<file path="config.mk">
export PLATFORM = sky130hd
export DESIGN_NAME = ysyx_24110015_inst_queue
export DESIGN_NICKNAME = d
export VERILOG_FILES = /design/src/rtl/ysyx_24110015_inst_queue.sv
export SDC_FILE = /design/constraint.sdc
export NUM_CORES = 1
export LEC_CHECK = 0
export ABC_AREA = 1
export ABC_CLOCK_PERIOD_IN_PS = 6700
export CAP_MARGIN = 20
export CORE_UTILIZATION = 30
export CTS_CLUSTER_DIAMETER = 100
export DETAILED_ROUTE_END_ITERATION = 7
export PLACE_DENSITY_LB_ADDON = 0.3
export SLEW_MARGIN = 20
export SYNTH_ARGS = -nofsm -noshare
export SYNTH_HDL_FRONTEND = slang
export SYNTH_SLANG_ARGS = --single-unit
</file>
<file path="constraint.sdc">
create_clock -name clk -period 6.7 [get_ports clk]
set_input_delay 1.005 -clock clk [delete_from_list [all_inputs] [get_ports clk]]
set_output_delay 1.005 -clock clk [all_outputs]
set_load 0.01 [all_outputs]
</file>
<file path="src/rtl/ysyx_24110015_inst_queue.sv">
// ysyx_24110015_inst_queue
//   Instruction queue between IFU and IDU. It holds {pc, inst} pairs in a
//   DEPTH-entry circular buffer with valid/ready handshakes on both sides.
//   A redirect flush drops every buffered entry in one cycle.
//
//   Optional build macro: IQ_BYPASS_EN
//     defined   : when the queue is empty, an incoming pair is presented on
//                 out_* in the same cycle. If the IDU takes it, the pair is
//                 never written into storage.
//     undefined : out_* come only from storage, so latency is always 1 cycle.
//
//   Only pointers and occupancy are reset. Storage is left unreset because
//   out_* are forced to zero whenever the queue is empty.
module ysyx_24110015_inst_queue #(
  parameter  int DEPTH = 4,
  localparam int PTR_W = $clog2(DEPTH)
) (
  input  logic             clk,
  input  logic             rst,
  input  logic             flush,
  input  logic             in_valid,
  output logic             in_ready,
  input  logic [31:0]      in_pc,
  input  logic [31:0]      in_inst,
  output logic             out_valid,
  input  logic             out_ready,
  output logic [31:0]      out_pc,
  output logic [31:0]      out_inst,
  output logic [PTR_W:0]   count
);

  logic [PTR_W-1:0] wr_ptr;
  logic [PTR_W-1:0] rd_ptr;
  logic [PTR_W:0]   cnt;
  logic [31:0]      pc_mem   [DEPTH];
  logic [31:0]      inst_mem [DEPTH];

  logic empty;
  logic full;
  logic push;
  logic pop;
  logic wr_en;
  logic byp_act;
  logic byp_take;

  assign empty = (cnt == '0);
  assign full  = (cnt == (PTR_W+1)'(DEPTH));

  // Ready depends only on occupancy, flush and reset. It never depends on
  // out_ready, so IFU and IDU cannot form a combinational loop through here.
  assign in_ready = rst & ~full & ~flush;
  assign push     = in_valid & in_ready;
  assign pop      = ~empty & out_ready;

`ifdef IQ_BYPASS_EN
  assign byp_act  = rst & empty & in_valid & ~flush;
  assign byp_take = byp_act & out_ready;
`else
  assign byp_act  = 1'b0;
  assign byp_take = 1'b0;
`endif

  // A pair consumed through the bypass is never written into storage.
  assign wr_en = push & ~byp_take;
  assign count = cnt;

  // Head selection: the stored head wins, then the bypass, otherwise zeros.
  always_comb begin
    out_valid = 1'b0;
    out_pc    = '0;
    out_inst  = '0;
    if (!empty) begin
      out_valid = 1'b1;
      out_pc    = pc_mem[rd_ptr];
      out_inst  = inst_mem[rd_ptr];
    end else if (byp_act) begin
      out_valid = 1'b1;
      out_pc    = in_pc;
      out_inst  = in_inst;
    end
  end

  // Pointers and occupancy. Flush overrides any push or pop in the same cycle.
  always_ff @(posedge clk or negedge rst) begin
    if (!rst) begin
      wr_ptr <= '0;
      rd_ptr <= '0;
      cnt    <= '0;
    end else if (flush) begin
      wr_ptr <= '0;
      rd_ptr <= '0;
      cnt    <= '0;
    end else begin
      if (wr_en) wr_ptr <= wr_ptr + PTR_W'(1);
      if (pop)   rd_ptr <= rd_ptr + PTR_W'(1);
      cnt <= cnt + (PTR_W+1)'(wr_en) - (PTR_W+1)'(pop);
    end
  end

  // Storage write. wr_en already excludes flush, full and reset through in_ready.
  always_ff @(posedge clk) begin
    if (wr_en) begin
      pc_mem[wr_ptr]   <= in_pc;
      inst_mem[wr_ptr] <= in_inst;
    end
  end

  // Occupancy must stay within 0..DEPTH, and a full queue must never be written.
  a_cnt_range : assert property (@(posedge clk) disable iff (!rst)
    cnt <= (PTR_W+1)'(DEPTH));
  a_no_overflow : assert property (@(posedge clk) disable iff (!rst)
    !(full && wr_en));

endmodule

</file>
==> results of run 1 <==
per-stage QoR:
step | area (sq um) | util, % | worst slack [ns] | hold slack (ns)
after global placement | 12300 | 35.6 | 2.52 | 0.565
after floorplan | 10600 | - | 2.12 | 0.518
after detailed placement | 12300 | 35.6 | 2.58 | 0.568
final | 13100 | 38.0 | 2.12 | 0.580
after CTS | 13100 | 37.9 | 1.98 | 0.583
after global routing | 13100 | 38.0 | 1.82 | 0.606
critical path: stages, from the launching register on:
cell and delay, ns:
dfrtp_4 0.67, inv_4 0.75, buf_4 0.48, nand2_1 0.10
nand2_1 0.07, nand2_1 0.05, a21oi_1 0.25, clkdlybuf4s50_1 0.58
Yosys cell counts (all sizes together):
cell / count
nand2: 266
edfxtp: 256
nor2: 139
a21oi: 64
o21ai: 64
buf: 41
inv: 16
clkbuf: 8
dfrtp: 7
ha: 6
nand3: 6
nand4: 3
xor2: 2
fa: 1
registers in the layout, indices dropped and copies added, names as in the netlist:
register,cells
inst_mem,128
pc_mem,128
count,3
rd_ptr,2
wr_ptr,2
logic make-up after synthesis:
family / synth area share, %
AND/OR/NAND/NOR: 14.9
flip-flops: 74.4
AO/OA/AOI/OAI: 6.07
buffers and inverters: 3.57
adder cells (fa/ha/maj): 0.900
XOR/XNOR: 0.166
cell usage in the layout, fill, tap and decap left out, types with 2 or more instances in the layout:
master             n
ha_1               6
clkbuf_16         28
inv_1             13
clkdlybuf4s50_1  137
nand2_1          266
buf_12             2
clkbuf_1           6
a21oi_1           64
nor2_4             4
o21ai_1            6
dfrtp_1            6
nand3_1            6
edfxtp_1         256
o21ai_0           58
clkinv_1           7
inv_4              2
nor2_1           135
nand4_1            3
buf_4              9
xor2_1             2
how the worst max path moves through the flow:
stage                           from                         to  slack [ns]  cells after the start
6_report       rd_ptr[0]$_DFFE_PN0P_               out_inst[19]        2.12                      7
4_1_cts        rd_ptr[0]$_DFFE_PN0P_               out_inst[19]        1.98                      7
3_3_place_gp                     rst  inst_mem[3][13]$_DFFE_PP_        2.52                      6
5_1_grt        rd_ptr[0]$_DFFE_PN0P_               out_inst[22]        1.82                      7
2_1_floorplan                    rst   inst_mem[0][0]$_DFFE_PP_        2.12                      4
3_5_place_dp   rd_ptr[0]$_DFFE_PN0P_               out_inst[19]        2.58                      7
per-layer routing:
metal  global-route usage, %  vias up
met5                       0        -
met4                    3.54        2
met3                    2.29       39
met2                    22.8      148
met1                    16.7     3137
li1                        -     3262
layout make-up:
class / count / share of cell area, %
well taps: 455 / 4.33
repair buffers: 149 / 11.5
inverters: 16 / 0.495
clock buffers: 34 / 5.50
multi-input cells: 551 / 17.9
clock inverters: 11 / 0.485
flip-flops and latches: 263 / 59.8
diodes: 1 / 0.0190
where the power goes:
group | total, mW | switching [mW] | internal (mW)
registers | 1.91 | 0.0523 | 1.86
logic | 1.48 | 0.853 | 0.632
clock network | 1.34 | 0.583 | 0.757
==> results by group, run 1 <==
Global routing
  – First-pass GRT wire length: 36700 microns
  – Pin count of the biggest net entering global routing: 96
  – Vias in the first global route: 6507
  – GRT Overall Usage: 13.1%
  – Initial antenna violation count: 2
  – GRT overflow: 0

Floorplan
  – DIE HEIGHT: 190 microns
  – Starting Density: 30.5%
  – DIE WIDTH: 190 microns
  – Standard-cell rows: 68
  – I/O pin total: 138
  – Core area: 34600 sq um
  – Die area: 36000 sq um

Clock tree
  – Max clock buf depth: 3
  – CTS resizes: 0
  – Htree depth: 1
  – Worst skew pair latency: 0.53 ns
  – Clock sinks: 263
  – TritonCTS Buffers: 28
  – Root buf cell: clkbuf_16
  – Post-CTS setup buffer count: 0
  – Clock-pin slew on the worst setup and hold paths: 0.05 ns
  – CTS tree: yes
  – Hold_buf cts: 0

Finish
  – Register area: 7870 sq um
  – Layout filler cell count: 3348
  – Share of layout cells above drive strength 1: 5.08%
  – Multi-input logic area: 2350 sq um
  – Synth-to-layout area growth: 24.5%
  – Non-filler instance count after layout: 1480
  – Nets: 1085

Placement
  – HPWL after DPL: 13200 microns
  – GPL Wtd Cong: 0.716
  – Placed insts: 1433
  – Port Buf Inserts: 137

Min path
  – Hold Crit Endpoint: wr_ptr[0]$_DFFE_PN0P_
  – Hold crit path type: register to register
  – Hold path cells: 2
  – Hold path start: wr_ptr[0]$_DFFE_PN0P_

Run status
  – Status: finished clean

Pwr
  – Total power: 4.74 mW
  – Peak supply drop: 0.272 mV
  – P per Cell Area: 360 nW/um^2
  – Leakage power: 4.73 nW

Yosys
  – Synthesized area: 10600 sq um
  – Largest area contributor in the netlist: edfxtp_1
  – Sequential area share after synthesis: 74.4%
  – Post-synth top area share: 72.8%
  – Synth cell types: 22
  – Synth Register Bits: 263
  – Synthesized Nets: 955
  – Post-Syn Area per Cell: 12.0 sq um
  – Post-Synthesis Cells: 879
  – Largest cells by area after synthesis: edfxtp_1 73%, nand2_1 9.5%, nor2_1 4.9%
  – Yosys warning total: 0

STA
  – Final TNS setup: 0 ns
  – Period utilization: 68.3%
  – Worst slew pin tran: 1.06 ns
  – # setup viols final: 0
  – Fin crit period: 4.58 ns
  – Final Hold Viols: 0
  – Final Max Tran Viols: 0
  – RSZ-0062 raised after global routing: false
  – Fmax: 218 MHz
  – Clk_skew: 0.00544 ns
  – Slew headroom: 29.6%

Drt
  – DR WL met3: 944 microns
  – DR WL met2: 11500 microns
  – Iter 0 DRT Violations: 446
  – Total routed wirelength: 23600 microns
  – Via count: 6588
  – ANT nets after route: 0
  – Top Layer Used: met5
  – Metal-1 WL: 10600 microns
  – Vias per cell: 4.45
  – Avg WL per Cell: 16.0 microns
  – Drc violations: 0
  – DRT Pass-1 Iters: 5

Job
  – Max cap viols: 0

Setup path
  – R2R Path End: pc_mem[0][30]$_DFFE_PP_
  – Max FO, Critical Path: 95
  – Critical path arrival: 3.57 ns
  – Worst reg2reg path depth: 5
  – Worst reg2reg path startpoint: count[1]$_DFF_PN0_
  – Worst Path Class, Setup: register to primary output
  – Crit path required time: 5.69 ns
  – Worst setup EP type: primary output
  – Register-to-register setup slack: 4.06 ns
  – Worst setup SP type: register
Note: power is estimated with default switching activity, not from simulation.
==> run 2: changes to the inputs <==
--- a/config.mk
+++ b/config.mk
@@ -6,7 +6,7 @@
 export NUM_CORES = 1
 export LEC_CHECK = 0
 export ABC_AREA = 1
-export ABC_CLOCK_PERIOD_IN_PS = 6700
+export ABC_CLOCK_PERIOD_IN_PS = 4280
 export CAP_MARGIN = 20
 export CORE_UTILIZATION = 30
 export CTS_CLUSTER_DIAMETER = 100
==> constraint.sdc (replaced) <==
create_clock -name clk -period 4.28 [get_ports clk]
set_input_delay 0.642 -clock clk [delete_from_list [all_inputs] [get_ports clk]]
set_output_delay 0.642 -clock clk [all_outputs]
set_load 0.01 [all_outputs]
==> run 2 against run 1 <==
Worst hold slack worse by 0.18 ns. Highest routed layer unchanged. Core utilization rose by 0.34 points. Non-clock buffer count rose by 2. Final area increased by 0.88%. Cell count up 0.27%. Wire length decreased by 2.3%. Power is 62% higher. Register-to-register slack got worse by 2.2 ns. Sequential cell count unchanged. Critical path depth shrank 1. Clock power rose by 72%.
==> results by group, run 2 (synthesized netlist as in run 1, its figures left out) <==
Clock tree
  – Clock-pin slew on the worst setup and hold paths: 0.06 ns (about the same)
  – CTS resizes: 0 (unchanged)
  – Worst skew pair latency: 0.54 ns (about the same)
  – Post-CTS setup buffer count: 0 (unchanged)
  – Root buf cell: clkbuf_16
  – Hold_buf cts: 0 (unchanged)
  – TritonCTS Buffers: 30 (+7.1%)
  – CTS tree: yes
  – Max clock buf depth: 3 (unchanged)
  – Htree depth: 1 (unchanged)
  – Clock sinks: 263 (unchanged)

Setup path
  – Critical path cell sequence: buf_12 > nor2_1 > nor2_1 > o21ai_1 > a21oi_1 > clkdlybuf4s50_1
  – Worst reg2reg path startpoint: count[1]$_DFF_PN0_
  – Worst path bufs/invs: 2 (-1)
  – Crit path required time: 3.64 ns (-2.05 ns)
  – Worst setup SP type: register
  – Worst Path Class, Setup: register to primary output
  – Critical path arrival: 2.93 ns (-0.64 ns)
  – Register-to-register setup slack: 1.88 ns (-2.18 ns)
  – Delay-heaviest family, CP: buffers and inverters
  – CP peak stage delay: 0.84 ns (+0.09 ns)
  – Worst reg2reg path depth: 11 (+6)
  – Critical-path top delay cell: dfrtp_4
  – Max FO, Critical Path: 78 (-18%)
  – Worst setup EP type: primary output
  – R2R Path End: count[2]$_DFF_PN0_
  – Top cell by count, worst path: nor2_1

STA
  – Worst slew pin tran: 0.664 ns (-0.392 ns)
  – Final Max Tran Viols: 0 (unchanged)
  – # setup viols final: 0 (unchanged)
  – Final TNS setup: 0 ns (unchanged)
  – Fin crit period: 3.57 ns
  – Final Hold Viols: 0 (unchanged)
  – Slew headroom: 55.7% (+26 points)
  – Clk_skew: 0.00710 ns (+0.00166 ns)
  – RSZ-0062 raised after global routing: false
  – Fmax: 280 MHz
  – Period utilization: 83.4%
  – Setup ws final: 0.710 ns (-1.41 ns)

Finish
  – Share of layout cells above drive strength 1: 5.64% (+0.56 points)
  – Most frequent cells in the layout: 266 x nand2_1, 256 x edfxtp_1, 137 x clkdlybuf4s50_1
  – Ant. Diodes: 0 (-1)
  – Synth-to-layout area growth: 25.6%
  – Most common cell after layout, fill and taps aside: nand2_1
  – Nets: 1089 (+0.37%)

Floorplan
  – DIE WIDTH: 190 microns (unchanged)
  – Core area: 34600 sq um (unchanged)
  – Die area: 36000 sq um (unchanged)
  – Standard-cell rows: 68 (unchanged)
  – Starting Density: 30.5% (unchanged)
  – I/O pin total: 138 (unchanged)
  – DIE HEIGHT: 190 microns (unchanged)

Placement
  – GPL Wtd Cong: 0.701 (-2.1%)
  – Pre-CTS setup slack: 0.865 ns (-1.72 ns)
  – HPWL after DPL: 12600 microns (-4.7%)
  – Port Buf Inserts: 137 (unchanged)

Drt
  – Drc violations: 0 (unchanged)
  – DRT Pass-1 Iters: 4 (-1)
  – Total routed wirelength: 23100 microns (-2.3%)
  – ANT nets after route: 0 (unchanged)
  – Iter 0 DRT Violations: 308 (-31%)
  – Avg WL per Cell: 15.5 microns (-2.5%)
  – Vias per cell: 4.47 (+0.50%)
  – Via count: 6639 (+0.77%)

Job
  – Max cap viols: 0 (unchanged)

Global routing
  – Vias in the first global route: 6529 (+0.34%)
  – Pin count of the biggest net entering global routing: 79 (-18%)
  – GRT overflow: 0 (unchanged)
  – GRT Overall Usage: 12.8% (-0.28 points)
  – Initial antenna violation count: 1 (-1)
  – First-pass GRT wire length: 35900 microns (-1.9%)

Pwr
  – Peak supply drop: 0.283 mV (+3.7%)
  – Leakage power: 4.80 nW (+1.5%)
  – P per Cell Area: 580 nW/um^2 (+61%)
  – Total power: 7.69 mW (+62%)

Min path
  – Hold crit path type: input port to asynchronous set/reset pin

Run status
  – Status: finished clean
[run 2: cell count changes in the layout (fill, tap and decap cells not counted), sizes merged]
cell,before,now
clkbuf,34,39
clkinv,10,7
buf,12,14
bufinv,0,1
diode,1,0
[run 2: worst max path at each step]
| stage | start | to | slack, ns | depth (start not counted) |
|---|---|---|---|---|
| floorplan | rst | inst_mem[0][0]$_DFFE_PP_ | 0.06 | 4 |
| global placement | rst | count[2]$_DFF_PN0_ | 0.89 | 11 |
| detailed placement | rst | count[2]$_DFF_PN0_ | 0.87 | 12 |
| CTS | rd_ptr[0]$_DFFE_PN0P_ | out_pc[1] | 0.58 | 6 |
| global route | rd_ptr[0]$_DFFE_PN0P_ | out_pc[1] | 0.46 | 6 |
| finish | rd_ptr[0]$_DFFE_PN0P_ | out_inst[26] | 0.71 | 6 |
[run 2: layout make-up]
class                           count  area, sq um
Inverter                           16         65.1
Sequential cell                   263         7870
Clock inverter                      9         67.6
Timing Repair Buffer              151         1540
Fill cell                        3332        21400
Tap cell                          455          569
Multi-Input combinational cell    551         2350
Clock buffer                       39          806
[run 2: worst register-to-register path: stages (launching register included)]
cell,delay [ns]
dfrtp_1,0.44
nor2_1,0.09
nand2_1,0.12
nand3_1,0.38
ha_1,0.44
inv_1,0.05
ha_1,0.12
inv_1,0.05
fa_1,0.41
nand2_1,0.09
nand2_1,0.05
nor2_1,0.09
[run 2: stage by stage]
| step | std cells | utilization (%) | hold WS [ns] | instance area (sq um) |
|---|---|---|---|---|
| finish | 1484 | 38.3 | 0.399 | 13300 |
| global route | 1484 | 38.3 | 0.405 | 13300 |
| detailed placement | 1436 | 35.8 | 0.569 | 12400 |
| floorplan | 879 | - | 0.346 | 10600 |
| CTS | 1484 | 38.3 | 0.380 | 13300 |
| global placement | 1436 | 35.8 | 0.555 | 12400 |
[run 2: power by group]
group	switching (mW)	internal (mW)
clock network	0.948	1.36
logic	1.33	1.04
registers	0.0976	2.91
[run 2: layer usage]
metal	track usage [%]	share of wire [%]	vias to the layer above
met4	2.98	1.6	2
met1	16.1	45	3209
li1	-	-	3268
met5	0	0.048	-
met2	22.5	49	129
met3	2.58	4.6	31
